### config.mk
export PLATFORM = sky130hd
export DESIGN_NAME = game_timer_bank
export DESIGN_NICKNAME = d
export VERILOG_FILES = /design/src/rtl/game_timer_bank_pkg.sv /design/src/rtl/game_timer_bank_channel.sv /design/src/rtl/game_timer_bank.sv
export SDC_FILE = /design/constraint.sdc
export NUM_CORES = 1
export LEC_CHECK = 0
export BUFFER_PORTS_ARGS = -buffer_cell sky130_fd_sc_hd__buf_2
export CAP_MARGIN = 20
export CELL_PAD_IN_SITES_DETAIL_PLACEMENT = 1
export CELL_PAD_IN_SITES_GLOBAL_PLACEMENT = 1
export CORE_ASPECT_RATIO = 1.75
export CORE_MARGIN = 1.5
export CORE_UTILIZATION = 25
export CTS_CLUSTER_DIAMETER = 120
export DETAILED_ROUTE_END_ITERATION = 8
export PLACE_DENSITY = 0.57
export SLEW_MARGIN = 25
export SYNTH_ARGS = -nofsm -noshare
export SYNTH_HDL_FRONTEND = slang
export SYNTH_SLANG_ARGS = --single-unit
### constraint.sdc
create_clock -name Clk -period 6.6 [get_ports Clk]
set_clock_uncertainty 0.2 [all_clocks]
set_input_delay 0.99 -clock Clk [delete_from_list [all_inputs] [get_ports Clk]]
set_output_delay 0.99 -clock Clk [all_outputs]
set_load 0.02 [all_outputs]
### src/rtl/game_timer_bank_pkg.sv
`default_nettype none
// ============================================================================
// Module      : game_timer_bank_pkg
// Description : Shared game definitions for the timer bank. Holds the
//               GameState code width and the GameState encodings used to
//               enable individual timer channels.
// Ports       : none (package)
// Revision    : 1.0 - initial release
// ============================================================================
package game_timer_bank_pkg;

    localparam int STATE_W = 4;

    typedef enum logic [STATE_W-1:0] {
        GS_IDLE    = 4'b0000,
        GS_PLAYING = 4'b0011,
        GS_END     = 4'b0101,
        GS_KO      = 4'b0110,
        GS_PAUSE3  = 4'b1000,
        GS_PAUSE4  = 4'b1001
    } game_state_e;

endpackage
`default_nettype wire

### src/rtl/game_timer_bank_channel.sv
`default_nettype none
// ============================================================================
// Module      : game_timer_channel
// Description : One saturating game timer. A private prescaler divides the
//               clock by TICK_DIV while the channel is active; every tick
//               steps the count one value toward its terminal value, where it
//               saturates. Any GameState other than STATE, or a restart,
//               reloads the channel.
// Ports       : clk          in  clock, rising edge
//               reset_n      in  synchronous active-low reset
//               game_state   in  current GameState code
//               pause        in  freeze prescaler and count
//               restart      in  reload request
//               count        out registered channel count
//               expired      out high while count equals the terminal value
//               expire_pulse out one-cycle strobe on stepping into terminal
// Revision    : 1.0 - initial release
// ============================================================================
module game_timer_channel
    import game_timer_bank_pkg::*;
#(
    parameter int                 CNT_W    = 4,
    parameter int                 TICK_DIV = 50000000,
    parameter logic [STATE_W-1:0] STATE    = GS_PLAYING,
    parameter logic [CNT_W-1:0]   LIMIT    = CNT_W'(15),
    parameter bit                 DOWN     = 1'b0
) (
    input  logic               clk,
    input  logic               reset_n,
    input  logic [STATE_W-1:0] game_state,
    input  logic               pause,
    input  logic               restart,
    output logic [CNT_W-1:0]   count,
    output logic               expired,
    output logic               expire_pulse
);

    localparam int               PRE_W         = (TICK_DIV > 1) ? $clog2(TICK_DIV) : 1;
    localparam logic [PRE_W-1:0] PRE_LAST      = PRE_W'(TICK_DIV - 1);
    localparam logic [CNT_W-1:0] START_VAL     = DOWN ? LIMIT : '0;
    localparam logic [CNT_W-1:0] TERM_VAL      = DOWN ? '0 : LIMIT;
    localparam logic             START_IS_TERM = (START_VAL == TERM_VAL);

    logic [PRE_W-1:0] pre_q;
    logic [PRE_W-1:0] pre_d;
    logic [CNT_W-1:0] cnt_q;
    logic [CNT_W-1:0] cnt_d;
    logic [CNT_W-1:0] step_val;
    logic             expired_q;
    logic             pulse_q;
    logic             pulse_d;
    logic             reload;
    logic             tick;
    logic             at_term;

    always_comb begin
        reload   = (game_state != STATE) || restart;
        tick     = (pre_q == PRE_LAST);
        at_term  = (cnt_q == TERM_VAL);
        step_val = DOWN ? (cnt_q - CNT_W'(1)) : (cnt_q + CNT_W'(1));
        pre_d    = pre_q;
        cnt_d    = cnt_q;
        pulse_d  = 1'b0;
        if (reload) begin
            // Reload never raises the strobe, even when start == terminal.
            pre_d = '0;
            cnt_d = START_VAL;
        end else if (!pause) begin
            if (tick) begin
                pre_d = '0;
                // Saturate: once terminal, ticks keep wrapping the prescaler
                // but leave the count alone.
                if (!at_term) begin
                    cnt_d   = step_val;
                    pulse_d = (step_val == TERM_VAL);
                end
            end else begin
                pre_d = pre_q + PRE_W'(1);
            end
        end
    end

    always_ff @(posedge clk) begin
        if (!reset_n) begin
            pre_q     <= '0;
            cnt_q     <= START_VAL;
            expired_q <= START_IS_TERM;
            pulse_q   <= 1'b0;
        end else begin
            pre_q     <= pre_d;
            cnt_q     <= cnt_d;
            expired_q <= (cnt_d == TERM_VAL);
            pulse_q   <= pulse_d;
        end
    end

    assign count        = cnt_q;
    assign expired      = expired_q;
    assign expire_pulse = pulse_q;

endmodule
`default_nettype wire

### src/rtl/game_timer_bank.sv
`default_nettype none
// ============================================================================
// Module      : game_timer_bank
// Description : Bank of NUM_CH independent game timers. Each channel is
//               enabled by its own GameState code and has its own prescaler,
//               limit and count direction.
// Ports       : Clk          in  clock, rising edge
//               Reset_n      in  synchronous active-low reset
//               GameState    in  current game state code
//               Pause        in  global freeze of all prescalers and counts
//               Restart      in  per-channel reload request
//               count        out packed channel counts, channel i at
//                                [CNT_W*i +: CNT_W]
//               expired      out per-channel terminal-value level
//               expire_pulse out per-channel one-cycle terminal-entry strobe
// Revision    : 1.0 - initial release
// ============================================================================
module game_timer_bank
    import game_timer_bank_pkg::*;
#(
    parameter int                        NUM_CH   = 4,
    parameter int                        CNT_W    = 4,
    parameter int                        TICK_DIV = 50000000,
    parameter logic [NUM_CH*STATE_W-1:0] CH_STATE = {GS_PAUSE4, GS_PAUSE3, GS_KO, GS_PLAYING},
    parameter logic [NUM_CH*CNT_W-1:0]   CH_LIMIT = {NUM_CH{CNT_W'(15)}},
    parameter logic [NUM_CH-1:0]         CH_DOWN  = '0
) (
    input  logic                      Clk,
    input  logic                      Reset_n,
    input  logic [STATE_W-1:0]        GameState,
    input  logic                      Pause,
    input  logic [NUM_CH-1:0]         Restart,
    output logic [NUM_CH*CNT_W-1:0]   count,
    output logic [NUM_CH-1:0]         expired,
    output logic [NUM_CH-1:0]         expire_pulse
);

    for (genvar i = 0; i < NUM_CH; i++) begin : g_ch
        game_timer_channel #(
            .CNT_W    (CNT_W),
            .TICK_DIV (TICK_DIV),
            .STATE    (CH_STATE[STATE_W*i +: STATE_W]),
            .LIMIT    (CH_LIMIT[CNT_W*i +: CNT_W]),
            .DOWN     (CH_DOWN[i])
        ) u_ch (
            .clk          (Clk),
            .reset_n      (Reset_n),
            .game_state   (GameState),
            .pause        (Pause),
            .restart      (Restart[i]),
            .count        (count[CNT_W*i +: CNT_W]),
            .expired      (expired[i]),
            .expire_pulse (expire_pulse[i])
        );
    end

endmodule
`default_nettype wire

# After elaboration in Yosys (flattened, before gate mapping)
# Index checks and enable logic that the tools add are counted.
# Widths: inputs -> output; s select.
op_classes:
  n_addsub: 8
  eq_ne: 20
  muxes: 20
  n_reduce_logical: 12
  n_bitwise: 5
ops:
  columns: ["cell", "count"]
  rows:
  - ["$add 26x1->26 const B", 4]
  - ["$eq 26x26->1 const B", 4]
  - ["$mux 26", 4]
  - ["$mux 4", 16]
  - ["$eq 4x4->1 const B", 12]
  - ["$reduce_or 5->1", 4]
  - ["$add 4x1->4 const B", 4]
  - ["$ne 4x4->1 const B", 2]
  - ["$reduce_or 2->1", 4]
  - ["$not 1->1", 5]
  - ["$logic_or 1x1->1", 4]
  - ["$ne 4x2->1 const B", 1]
  - ["$ne 4x3->1 const B", 1]
word_totals:
  out_inout_bits: 24
  register_bits: 128
  inputBits: 11
  word_cells: 81

# Logic depth before layout (Yosys ltp)
logic_depth:
  word_depth: 6
  mapped_depth: 8
  ltp_nobuf: 6

# By module
# From an unflattened synthesis, not the netlist that was laid out.
unflattened:
  hier_cells: 689
  area_unflattened_um2: 6461.2
modules_own_cells:
  columns: ["module", "cells_each", "area_per_inst_um2", "seq_area_each_um2", "instances"]
  rows:
  - ["game_timer_channel at g_ch[0].u_ch", 170, 1619.1, 640.6, 1]
  - ["game_timer_channel at g_ch[3].u_ch", 174, 1616.6, 640.6, 1]
  - ["game_timer_channel at g_ch[2].u_ch", 174, 1615.3, 640.6, 1]
  - ["game_timer_channel at g_ch[1].u_ch", 171, 1610.3, 640.6, 1]

# Worst setup path before layout
# OpenSTA, ideal clock, no wires.
synth_timing:
  path_type: "input to register"
  from: "in Pause"
  to: "reg g_ch[1].u_ch.expired_q"
  setup_slack_ns: 3.680
  setup_ns: 0.117
  path_stages: 5
  n_path_buf: 0
  t_required_ns: 6.283
  t_arrival_ns: 2.603
  path_cell_list: "nand3b_1 or4_4 or4_1 o211a_2 and4bb_1"
synth_between:
  elab_chain_cells: 3
synth_rtl:
  columns: ["item", "line_no", "source"]
  rows:
  - ["from (decl)", "game_timer_bank.sv:31", "input logic Pause,"]
  - ["$mux 4", "game_timer_bank_channel.sv:68", "end else if (!pause) begin"]
  - ["$mux 4", "game_timer_bank_channel.sv:64", "if (reload) begin"]
  - ["$eq 4x4->1", "game_timer_bank_channel.sv:92", "expired_q <= (cnt_d == TERM_VAL);"]
  - ["to (signal assigned)", "game_timer_bank_channel.sv:92", null]
  - ["to (decl)", "game_timer_bank_channel.sv:49", "logic expired_q;"]
# Every way passes these cells.
# A chain may end at the register's enable or synchronous reset.

==> out/metrics.csv <==
metric,value,unit
r2r_setup_slack,3.87,ns
finalWirelength,14200,µm
synth_top_area_share,42.2,%
dp_hpwl,10300,µm
clock_path_buffers,2,
min_period,3.03,ns
synth.area.mux_share,2.02,%
cts-htree-levels,4,
intPower,1530,µW
num_rows,75,
max_stage_delay,0.80,ns
fin_setup_tns,0,ns
powerDensity,263,mW/mm²
cts_buffers,17,
synth_top_area_cell,dfxtp_1,
synth-simple-area-share,31.7,%
rsz0062_at_grt,no,
cts_tree,done,
syn_area,0.00608,mm²
regArea,0.00256,mm²
ys_warn_count,0,
nets,757,
worstSetupPathType,in -> reg,
p_seq_share,40.6,%
die-width,121,µm
ant_nets,0,
slew_violations,0,
setup_violations,0,
io_pins,35,
synth_top_family_by_area,simple AND/OR/NAND/NOR gates,
ir_drop,0.000175,V
worst_slack,3.57,ns
pre_cts_slack,3.02,ns
clock_sinks,128,
grt_pass1_vias,5112,
drive_above_1_share,11.5,%
dieArea,0.0253,mm²
tightest_slew,0.965,ns
drc,0,
worst-path-buf-inv,1,
cts_resized,0,
syn_inst,700,
hold_violations,0,
io_buffers,34,
ys_ff_latch,128,
busiest_layer,met2,
synthAdderAreaFrac,2.47,%
grt_use_met3,2.66,%
cts.root.buffer_cell,clkbuf_16,
ys_seq_area_share,42.2,%
synth.avg_cell_area,8.68,µm²
use_met2,23.4,%
diodes,0,
globalplace.congestion,0.696,
yosys_most_used_dff,dfxtp_1,
fin_crit_sh,46.0,%
crit_required,6.67,ns
switching_share,19.3,%
first_pass_iters,4,
ys_top_cells_by_area,"dfxtp_1 42%, nor2_1 8.8%, xor2_1 8.4%, xnor2_1 6.6%, nand4_1 3.2%",
max_slew_margin,35.7,%
ys_async_sr_fraction,0,%
max_freq,330,MHz
power.switching,367,µW
power.total,1900,µW
holdWs,0.308,ns
syn-num-nets,723,
synth_edf_count,0,
end_kind,flip-flop,
vias,4878,
crit_path_cell_trace,buf_2 -> nand3b_1 -> or3_1 -> nor3_1 -> nand2b_1 -> nor2_1,
postCtsHoldBufs,0,
die_h,209,µm
start_util,25.4,%
syn_to_final_growth,19.2,%
share_comb_of_total_power,0.7,%
fin_util,30.3,%
status,completed,
grt_use_met1,12.1,%
path_delay_family,simple AND/OR/NAND/NOR gates,
postCtsSetupRepairBufs,0,
synth_common_cells,"142 x nor2_1, 128 x dfxtp_1, 58 x xor2_1, 46 x xnor2_1, 45 x nand2_1",
dr.first_iter.drc_count,135,
hold_class,reg -> reg,
post_drt_wl_per_cell,13.4,µm
grt.total_usage,12.0,%
grt_pass1_wl,24400,µm
synth_xor_area_share,15.0,%
synth.most_common_cell,nor2_1,
cp-start-kind,input port,
multiInputGateArea,0.00332,mm²
clk_latency,0.42,ns
synthDistinctLibCells,51,
worstPathArrival,3.10,ns
drv_cap,0,
grt_start_max_net_pins,26,
slowest_stage,nand2b_1,
path_max_fanout,24,
via_per_inst,4.62,
fillers,2799,
antenna_found_initial,0,
path_clk_slew,0.06,ns
p_leak,0.00240,µW
coreArea,0.0239,mm²
p_clk_share,58.6,%
overflow,0,
synth_compound_area_share,3.44,%
==> state kept, by name, indices dropped and copies added, names as in the netlist <==
name                    cells
g_ch.u_ch.pre_q           104
g_ch.u_ch.count            16
g_ch.u_ch.expired           4
g_ch.u_ch.expire_pulse      4
==> power groups by stage <==
stage	sequential (µW)	combinational [µW]	clock (µW)
4_1_cts	773	14.0	1150
5_1_grt	773	15.1	1180
3_3_place_gp	790	13.8	0
3_5_place_dp	790	14.0	0
2_1_floorplan	790	7.39	0
6_report	773	13.6	1120
==> kinds of logic after synthesis <==
family	Yosys count
xor gates and xnor gates	104
DFF	128
buffers and inverters	42
adders and majority gates	12
and+or+nand+nor	370
muxes	12
AOI/OAI and AO/OA	32
==> cell usage in the layout (no fill, tap or decap), types with 4 or more instances in the layout <==
master / instances
or2_2: 4
inv_1: 19
or4_1: 7
nand2b_1: 4
and3_1: 14
mux2i_1: 10
a211oi_1: 6
nor3_1: 19
clkbuf_16: 17
buf_2: 34
and4_1: 6
nor4_1: 12
nand4_1: 31
xor2_1: 58
nor2b_1: 8
nor4b_1: 5
dfxtp_1: 128
nand4b_1: 5
nand3_1: 34
or3_1: 8
nor2_1: 142
nand2_1: 45
xnor2_1: 46
bufinv_16: 7
o21ai_0: 6
ha_1: 12
a21oi_1: 10
nand3b_1: 4
buf_4: 4
==> routing by layer <==
layer | part of all wire [%] | up-vias | routed length [µm]
li1 | - | 2466 | -
met1 | 40 | 2354 | 5670
met2 | 56 | 43 | 7970
met3 | 2.0 | 15 | 277
met4 | 1.7 | 0 | 243
met5 | 0 | - | 0
==> tightest hold or removal path, stage by stage, from the launching register on <==
cell	delay, ns
dfxtp_1	0.32
o21ai_0	0.07
a21oi_1	0.06
==> layout make-up <==
class	instances	area share, %
well taps	308	5.32
inverters	19	0.985
clock buffers	18	6.06
flip-flops and latches	128	35.4
multi-input cells	530	45.9
repair buffers	38	2.76
clock inverters	14	3.61
==> per-stage QoR <==
step           area, µm²  instances
2_1_floorplan       6080        700
3_3_place_gp        6540       1023
3_5_place_dp        6540       1023
4_1_cts             7240       1055
5_1_grt             7240       1055
6_report            7240       1055
==> worst paths after layout <==
check                                 startpoint                             endpoint  depth (start not counted)
min          g_ch[2].u_ch.pre_q[25]$_SDFFE_PP0N_  g_ch[2].u_ch.pre_q[25]$_SDFFE_PP0N_                          2
max                                        Pause   g_ch[0].u_ch.pre_q[8]$_SDFFE_PP0N_                          6
max reg2reg  g_ch[3].u_ch.pre_q[10]$_SDFFE_PP0N_   g_ch[3].u_ch.pre_q[8]$_SDFFE_PP0N_                          5
min reg2reg  g_ch[2].u_ch.pre_q[25]$_SDFFE_PP0N_  g_ch[2].u_ch.pre_q[25]$_SDFFE_PP0N_                          2
Note: power is estimated with default switching activity, not from simulation.
